## config.mk

```make
export PLATFORM = sky130hd
export DESIGN_NAME = param_sync_fifo
export DESIGN_NICKNAME = d
export VERILOG_FILES = /design/src/rtl/param_sync_fifo.sv
export SDC_FILE = /design/constraint.sdc
export NUM_CORES = 1
export LEC_CHECK = 0
export ABC_AREA = 0
export ABC_CLOCK_PERIOD_IN_PS = 6050
export BUFFER_PORTS_ARGS = -buffer_cell sky130_fd_sc_hd__buf_2
export CAP_MARGIN = 20
export CELL_PAD_IN_SITES_DETAIL_PLACEMENT = 1
export CELL_PAD_IN_SITES_GLOBAL_PLACEMENT = 1
export CORE_MARGIN = 2
export CORE_UTILIZATION = 56
export DETAILED_ROUTE_END_ITERATION = 7
export GPL_TIMING_DRIVEN = 0
export PLACE_DENSITY = 0.86
export SETUP_SLACK_MARGIN = 0.3
export SYNTH_ARGS = -nofsm -noshare
export SYNTH_HDL_FRONTEND = slang
export SYNTH_SLANG_ARGS = --single-unit
```

## constraint.sdc

```tcl
create_clock -name i_clk -period 6.05 [get_ports i_clk]
set_input_delay 0.9075 -clock i_clk [delete_from_list [all_inputs] [get_ports i_clk]]
set_output_delay 0.9075 -clock i_clk [all_outputs]
set_load 0.01 [all_outputs]
```

## src/rtl/param_sync_fifo.sv

```systemverilog
// param_sync_fifo: parametrised single-clock FIFO with first-word-fall-through
// read data, an occupancy count, programmable almost-full/almost-empty flags,
// synchronous flush and sticky overflow/underflow debug flags.
// A separate count register tells full from empty, so all DEPTH entries hold data.
module param_sync_fifo #(
    parameter int DATA_W   = 32,
    parameter int DEPTH    = 8,
    parameter int AF_LEVEL = 6,
    parameter int AE_LEVEL = 1,
    localparam int AW      = $clog2(DEPTH),
    localparam int CW      = $clog2(DEPTH) + 1
) (
    input  logic              i_clk,
    input  logic              i_rst,
    input  logic              i_flush,
    input  logic              i_clr_err,
    input  logic              i_wr,
    input  logic [DATA_W-1:0] i_data,
    input  logic              i_rd,
    output logic [DATA_W-1:0] o_data,
    output logic              o_full,
    output logic              o_empty,
    output logic              o_afull,
    output logic              o_aempty,
    output logic [CW-1:0]     o_count,
    output logic              o_ovf,
    output logic              o_udf
);

    localparam logic [CW-1:0] DEPTH_C = CW'(DEPTH);
    localparam logic [CW-1:0] AF_C    = CW'(AF_LEVEL);
    localparam logic [CW-1:0] AE_C    = CW'(AE_LEVEL);
    localparam logic [AW-1:0] PTR_ONE = AW'(1);
    localparam logic [CW-1:0] CNT_ONE = CW'(1);

    logic [DATA_W-1:0] mem [DEPTH];
    logic [AW-1:0]     wr_ptr;
    logic [AW-1:0]     rd_ptr;
    logic [CW-1:0]     count;
    logic              ovf;
    logic              udf;
    logic              full;
    logic              empty;
    logic              rd_ok;
    logic              wr_ok;

    // Status decodes and accept rules from the current count; a full FIFO
    // still takes a write when a pop frees a slot in the same cycle.
    always_comb begin
        full  = (count == DEPTH_C);
        empty = (count == '0);
        rd_ok = i_rd & ~empty;
        wr_ok = i_wr & (~full | rd_ok);
    end

    // Storage array: written only on an accepted write, never reset.
    always_ff @(posedge i_clk) begin
        if (!i_rst && !i_flush && wr_ok) begin
            mem[wr_ptr] <= i_data;
        end
    end

    // Pointers and occupancy: reset beats flush, flush drops any same-cycle traffic.
    always_ff @(posedge i_clk) begin
        if (i_rst || i_flush) begin
            wr_ptr <= '0;
            rd_ptr <= '0;
            count  <= '0;
        end else begin
            if (wr_ok) begin
                wr_ptr <= wr_ptr + PTR_ONE;
            end
            if (rd_ok) begin
                rd_ptr <= rd_ptr + PTR_ONE;
            end
            case ({wr_ok, rd_ok})
                2'b10:   count <= count + CNT_ONE;
                2'b01:   count <= count - CNT_ONE;
                default: count <= count;
            endcase
        end
    end

    // Sticky error flags: a new error in the clearing cycle keeps the flag set;
    // a flush leaves the flags exactly as they were.
    always_ff @(posedge i_clk) begin
        if (i_rst) begin
            ovf <= 1'b0;
            udf <= 1'b0;
        end else if (!i_flush) begin
            ovf <= (ovf & ~i_clr_err) | (i_wr & ~wr_ok);
            udf <= (udf & ~i_clr_err) | (i_rd & empty);
        end
    end

    // Head word falls through combinationally; zero whenever nothing is queued.
    always_comb begin
        o_data   = empty ? '0 : mem[rd_ptr];
        o_full   = full;
        o_empty  = empty;
        o_afull  = (count >= AF_C);
        o_aempty = (count <= AE_C);
        o_count  = count;
        o_ovf    = ovf;
        o_udf    = udf;
    end

endmodule

```

# ---- Word-level counts from Yosys, hierarchy flattened
# Memory sizes are Yosys's and may differ from the RTL's. A register that Yosys moved wholly into a read port is not among the register bits.
# Cells that the tools add are included.
dict set report word_totals {
  regBits 12
  latch_bits 0
  ramBits 256
  rom_bits 0
  input_bits 38
  wordCells 41
  memories 1
}
# name words word_bits rd rd_ports_with_merged_regs write_ports line
set mem_list {}
lappend mem_list {mem 8 32 1 1 1 36} ;# logic [DATA_W-1:0] mem [DEPTH];
dict set report classes {
  addsub 4
  n_mul 0
  n_div 0
  order_cmp 2
  n_eq_ne 3
  n_shift 0
  mux 6
  bitwise 13
  n_reduce_logical 7
}
# op count
set ops {}
lappend ops {{2-to-1 mux 32 bit} 1}
lappend ops {{one-hot mux 4 bit (2 select lines)} 1}
lappend ops {{adder 3 x 1 -> 3 bit (second input constant)} 2}
lappend ops {{AND 1 bit} 6}
lappend ops {{2-to-1 mux 3 bit} 2}
lappend ops {{adder 4 x 1 -> 4 bit (second input constant)} 1}
lappend ops {{== test 4 bit (second input constant)} 1}
lappend ops {{greater-or-equal comparator 4 x 3 -> 1 bit (second input constant)} 1}
lappend ops {{less-or-equal comparator 4 x 1 -> 1 bit (second input constant)} 1}
lappend ops {{logical NOT 4 bit} 1}
lappend ops {{inverter 1 bit} 4}
lappend ops {{subtractor 4 x 1 -> 4 bit (second input constant)} 1}
lappend ops {{OR 1 bit} 3}
lappend ops {{== test 2 x 1 -> 1 bit (second input constant)} 1}
lappend ops {{== test 2 bit (second input constant)} 1}
lappend ops {{logical AND 1 bit} 2}
lappend ops {{logical NOT 1 bit} 2}
lappend ops {{2-to-1 mux 1 bit} 2}
lappend ops {{nonzero test 2 bit} 1}
lappend ops {{logical OR 1 bit} 1}

# ---- Logic depth before layout (Yosys ltp)
dict set report logic_depth {
  word_depth 8
  mapped_depth 7
  ltp_nobuf 6
}

# ---- Worst setup path after synthesis
# No wires, ideal clock.
dict set report synth_path {
  kind {flip-flop to flip-flop}
  from {register count[1], in the netlist o_count[1]}
  to {memory mem[2][0] (enable)}
  arrival_ns 3.575
  path_slack_ns 2.014
  stages_incl_launch_ff 8
  period_less_slack_ns 4.036
  path_cell_list {dfxtp_1 inv_1 ha_1 nand2b_4 buf_6 o21a_4 nand3_1 nor3_1}
}
dict set report synth_via {
  elab_chain_len 8
}
# item line
set synth_rtl {}
lappend synth_rtl {{start, declared} 39} ;# logic [CW-1:0] count;
lappend synth_rtl {{start signal, assigned} 77} ;# 2'b10: count <= count + CNT_ONE;
lappend synth_rtl {{start signal, assigned} 78} ;# 2'b01: count <= count - CNT_ONE;
lappend synth_rtl {{start signal, assigned} 79} ;# default: count <= count;
lappend synth_rtl {{logical NOT 4 bit} 51} ;# empty = (count == '0);
lappend synth_rtl {{inverter 1 bit} 52} ;# rd_ok = i_rd & ~empty;
lappend synth_rtl {{AND 1 bit} 52}
lappend synth_rtl {{OR 1 bit *} 53} ;# wr_ok = i_wr & (~full | rd_ok);
lappend synth_rtl {{AND 1 bit *} 53}
lappend synth_rtl {{logical AND 1 bit *} 58} ;# if (!i_rst && !i_flush && wr_ok) begin
lappend synth_rtl {{2-to-1 mux 1 bit *} 58}
lappend synth_rtl {{2-to-1 mux 1 bit (not written as such) *} 59} ;# mem[wr_ptr] <= i_data;
lappend synth_rtl {{end, declared} 36}
# Every way passes the cells marked *; elsewhere a longest branch is shown, timed or not.

# ---- Worst setup path in the final report
dict set report layout_path {
  from {register count[1], in the netlist o_count[1]}
  to {output port o_data[21]}
}
dict set report layout_via {
  elab_chain_len 2
}
# item line
set layout_rtl {}
lappend layout_rtl {{logical NOT 4 bit} 51}
lappend layout_rtl {{2-to-1 mux 32 bit} 98} ;# o_data = empty ? '0 : mem[rd_ptr];
lappend layout_rtl {{end, declared} 20} ;# output logic [DATA_W-1:0] o_data,
# No other way between the ends.

==> key figures <==
Status
  • Run status: finished clean

Placement
  • Buffers on Ports: 78
  • Gp weighted congestion: 0.7168
  • Dpl cell area: 0.01157 sq mm
  • HPWL after detailed placement: 14680 microns

Yosys
  • Post-synthesis average cell area: 20.57 sq um
  • Area of the mapped netlist: 0.01061 sq mm
  • Number of enable-type register cells in the synthesized netlist: 256
  • Flip-flop and latch count after synthesis: 271
  • Sequential fraction of the synthesis area: 75.27%
  • Number of instances in the synthesized netlist: 516
  • Share of synthesized flip-flops with an asynchronous set or reset: 0%
  • Commonest register cell after synthesis: sky130_fd_sc_hd__edfxtp_1
  • Number of distinct library cells after synthesis: 42
  • Synthesized netlist net count: 560
  • Total number of yosys warnings: 0

Die
  • Effective utilization at floorplan: 56.93%
  • Number of primary I/O pins: 80
  • Die height: 141.7 microns
  • Die area: 0.02007 sq mm
  • Width of the die: 141.7 microns
  • Core Region: 0.01864 sq mm
  • Cell Rows: 50

Critical path
  • CP arrival: 2.99 ns
  • Beginning of the critical path: o_count[1]$_SDFFE_PP0P_
  • Top cell family by delay on the critical path: buffers and inverters
  • Buffers & Inverters on Critical Path: 3
  • R2r startpoint: o_count[1]$_SDFFE_PP0P_
  • Type of origin of the critical path: flop
  • Crit end category: output pin
  • Setup Crit Path Kind: flop to output pin
  • Cells traversed along the worst timing path: inv_1 > ha_1 > nor3b_2 > clkbuf_1 > nor2_1 > buf_2
  • Required time of the worst setup path: 5.14 ns
  • Slowest Stage Delay on Critical Path: 0.67 ns
  • Largest fanout on the critical path: 10
  • Cell with the largest stage delay on the worst path: sky130_fd_sc_hd__nor3b_2

Power and ir drop
  • Power Density: 307.5 mW/mm^2
  • Total power: 3.824 mW
  • Worst vdd rail ir drop: 0.3226 mV
  • Leakage power figure: 4.048 nW

Min path
  • Class of the tightest hold or removal check: flop to flop
  • Start point of the worst min-delay path: o_ovf$_SDFFE_PP0N_

Finish
  • Synthesis-to-layout area growth: 17.18%
  • # diodes: 0
  • Final std cell area, no fill: 0.01244 sq mm
  • Commonest non-fill, non-tap cells in the layout: 256 x sky130_fd_sc_hd__edfxtp_1, 79 x sky130_fd_sc_hd__buf_2, 64 x sky130_fd_sc_hd__mux4_2
  • Number of nets in the layout: 681
  • Ratio of cells with drive above 1 in the final layout: 32.98%
  • Most common library cell in the layout ignoring fill and taps: sky130_fd_sc_hd__edfxtp_1

Clock network
  • TritonCTS buffer count: 27
  • Htree depth: 1
  • Number of setup buffers added after CTS: 0
  • Number of clock sinks: 271
  • Bufs on Longest Clock Path: 3
  • Later-pin clock latency in the skew report: 0.52 ns
  • Post-cts hold buffer count: 0
  • Clock tree from TritonCTS: yes
  • Buffer cell driving the clock tree root: sky130_fd_sc_hd__clkbuf_16
  • Clock-pin slew of the registers on the worst-case setup and hold paths: 0.06 ns
  • Number of gates resized after cts: 0

Timing
  • Setup Total Neg Slack: 0 ns
  • Final cycle utilization of the critical path: 64.37%
  • Setup skew after layout: 0.007767 ns
  • Slew of the pin with the lowest slew margin: 0.9449 ns
  • Worst relative slew slack: 37.01%
  • Final hold violations: 0
  • RSZ-0062 raised after global routing: no
  • Minimum period implied by the final worst setup slack: 3.894 ns
  • Number of pins exceeding their max-slew limit in the final report: 0
  • Fmax: 256.8 MHz
  • Final-report setup violation count: 0

Detailed routing
  • DRT Pass-1 Iters: 4
  • Number of design rule violations left after detail routing: 0
  • Number of violations reported at the end of detailed-routing iteration 0: 380
  • Detailed-route via count: 5310
  • Post-detailed-route via-to-cell ratio: 5.953
  • Remaining number of nets flagged by the antenna check after routing: 0
  • Mean routed wirelength per cell: 26.16 microns
  • Final wirelength: 23330 microns

GRT
  • Aggregate global-route resource usage: 24.02%
  • Antenna violations before repair: 0
  • Number of global-route vias before repair: 5918
  • Wire length of the first global-routing pass: 35200 microns
  • Largest net degree at the start of global routing: 24
  • Total overflow reported by the global router: 0

Job
  • Number of max-capacitance violations reported: 0
## synth_stat cells, types with 2 or more instances
cell,number,area [sq um]
sky130_fd_sc_hd__edfxtp_1,256,7687
sky130_fd_sc_hd__mux4_2,64,1441
sky130_fd_sc_hd__nor2_1,52,195.2
sky130_fd_sc_hd__mux2i_1,35,350.3
sky130_fd_sc_hd__dfxtp_1,15,300.3
sky130_fd_sc_hd__buf_1,9,33.78
sky130_fd_sc_hd__nand2_1,9,33.78
sky130_fd_sc_hd__buf_4,7,52.55
sky130_fd_sc_hd__ha_1,6,75.07
sky130_fd_sc_hd__inv_1,5,18.77
sky130_fd_sc_hd__nor3_1,5,25.02
sky130_fd_sc_hd__clkbuf_1,4,15.01
sky130_fd_sc_hd__nand2b_1,4,25.02
sky130_fd_sc_hd__xor2_1,4,35.03
sky130_fd_sc_hd__a21oi_1,3,15.01
sky130_fd_sc_hd__buf_6,3,33.78
sky130_fd_sc_hd__nand3_1,3,15.01
sky130_fd_sc_hd__nand3b_1,3,22.52
sky130_fd_sc_hd__o21ai_0,3,15.01
sky130_fd_sc_hd__a211oi_1,2,15.01
sky130_fd_sc_hd__nor2b_1,2,12.51
sky130_fd_sc_hd__o211ai_1,2,15.01
## cell type report
type / count / area (sq um)
clock inverter: 19 / 165.2
sequential: 271 / 7988
timing repair buffer: 92 / 619.3
clock buffer: 31 / 690.7
multi-input combinational: 213 / 2490
tap: 234 / 292.8
inverter: 5 / 18.77
fill: 1574 / 6207
buffer: 27 / 171.4
## worst reg2reg max path: stages, from the launching register on
cell and delay (ns):
sky130_fd_sc_hd__dfxtp_1 0.49, sky130_fd_sc_hd__inv_1 0.14, sky130_fd_sc_hd__ha_1 0.32, sky130_fd_sc_hd__nand2b_4 0.12, sky130_fd_sc_hd__buf_6 0.13, sky130_fd_sc_hd__o21a_4 0.19, sky130_fd_sc_hd__nand3_1 0.31, sky130_fd_sc_hd__nor3_2 0.49
sky130_fd_sc_hd__buf_6 0.23, sky130_fd_sc_hd__buf_6 0.16, sky130_fd_sc_hd__buf_8 0.17
## sequential cells by signal, summed over array words and instances (netlist names), named ones only
name	count
mem	256
o_count	4
o_ovf	1
o_udf	1
rd_ptr	3
wr_ptr	3
## power by group
group / total [mW] / leakage, nW / internal, mW / switching (mW)
logic: 0.142 / 1.21 / 0.0561 / 0.0863
registers: 2.07 / 2.43 / 2.06 / 0.00518
clock network: 1.62 / 0.410 / 0.943 / 0.673
## through the flow
stage	setup WS (ns)	hold WS, ns	util, %	cells
floorplan	2.014	0.4700	-	516
global placement	-0.3150	0.4378	60.59	828
detailed placement	2.676	0.4469	62.05	841
CTS	2.086	0.4980	66.64	891
global route	1.958	0.5063	66.70	892
finish	2.156	0.4861	66.70	892
## layer usage
metal	up-vias	track usage, %	wire (microns)	part of all wire (%)
li1	2335	-	-	-
met5	-	0	0	0
met3	20	4.050	1420	6.1
met2	153	43.10	12450	53
met1	2802	31.64	9209	39
met4	0	4.421	254	1.1
## worst paths after layout
kind                                        endpoint  slack (ns)  cells after the start
worst max-delay path                      o_data[21]        2.16                      6
worst min register to register    o_ovf$_SDFFE_PP0N_        0.49                      2
worst min-delay path              o_ovf$_SDFFE_PP0N_        0.49                      2
worst max register to register  mem[2][18]$_DFFE_PP_        3.01                     10
## kinds of logic after synthesis
logic type / Yosys count / share of synthesized area [%]
buffers and inverters: 32 / 1.792
AND/OR/NAND/NOR: 84 / 3.608
AO/OA/AOI/OAI: 19 / 1.332
multiplexers: 99 / 16.88
XOR/XNOR: 5 / 0.4126
flip-flops: 271 / 75.27
adder cells (fa/ha/maj): 6 / 0.7074
No activity file was read; power rests on OpenSTA's default activity.
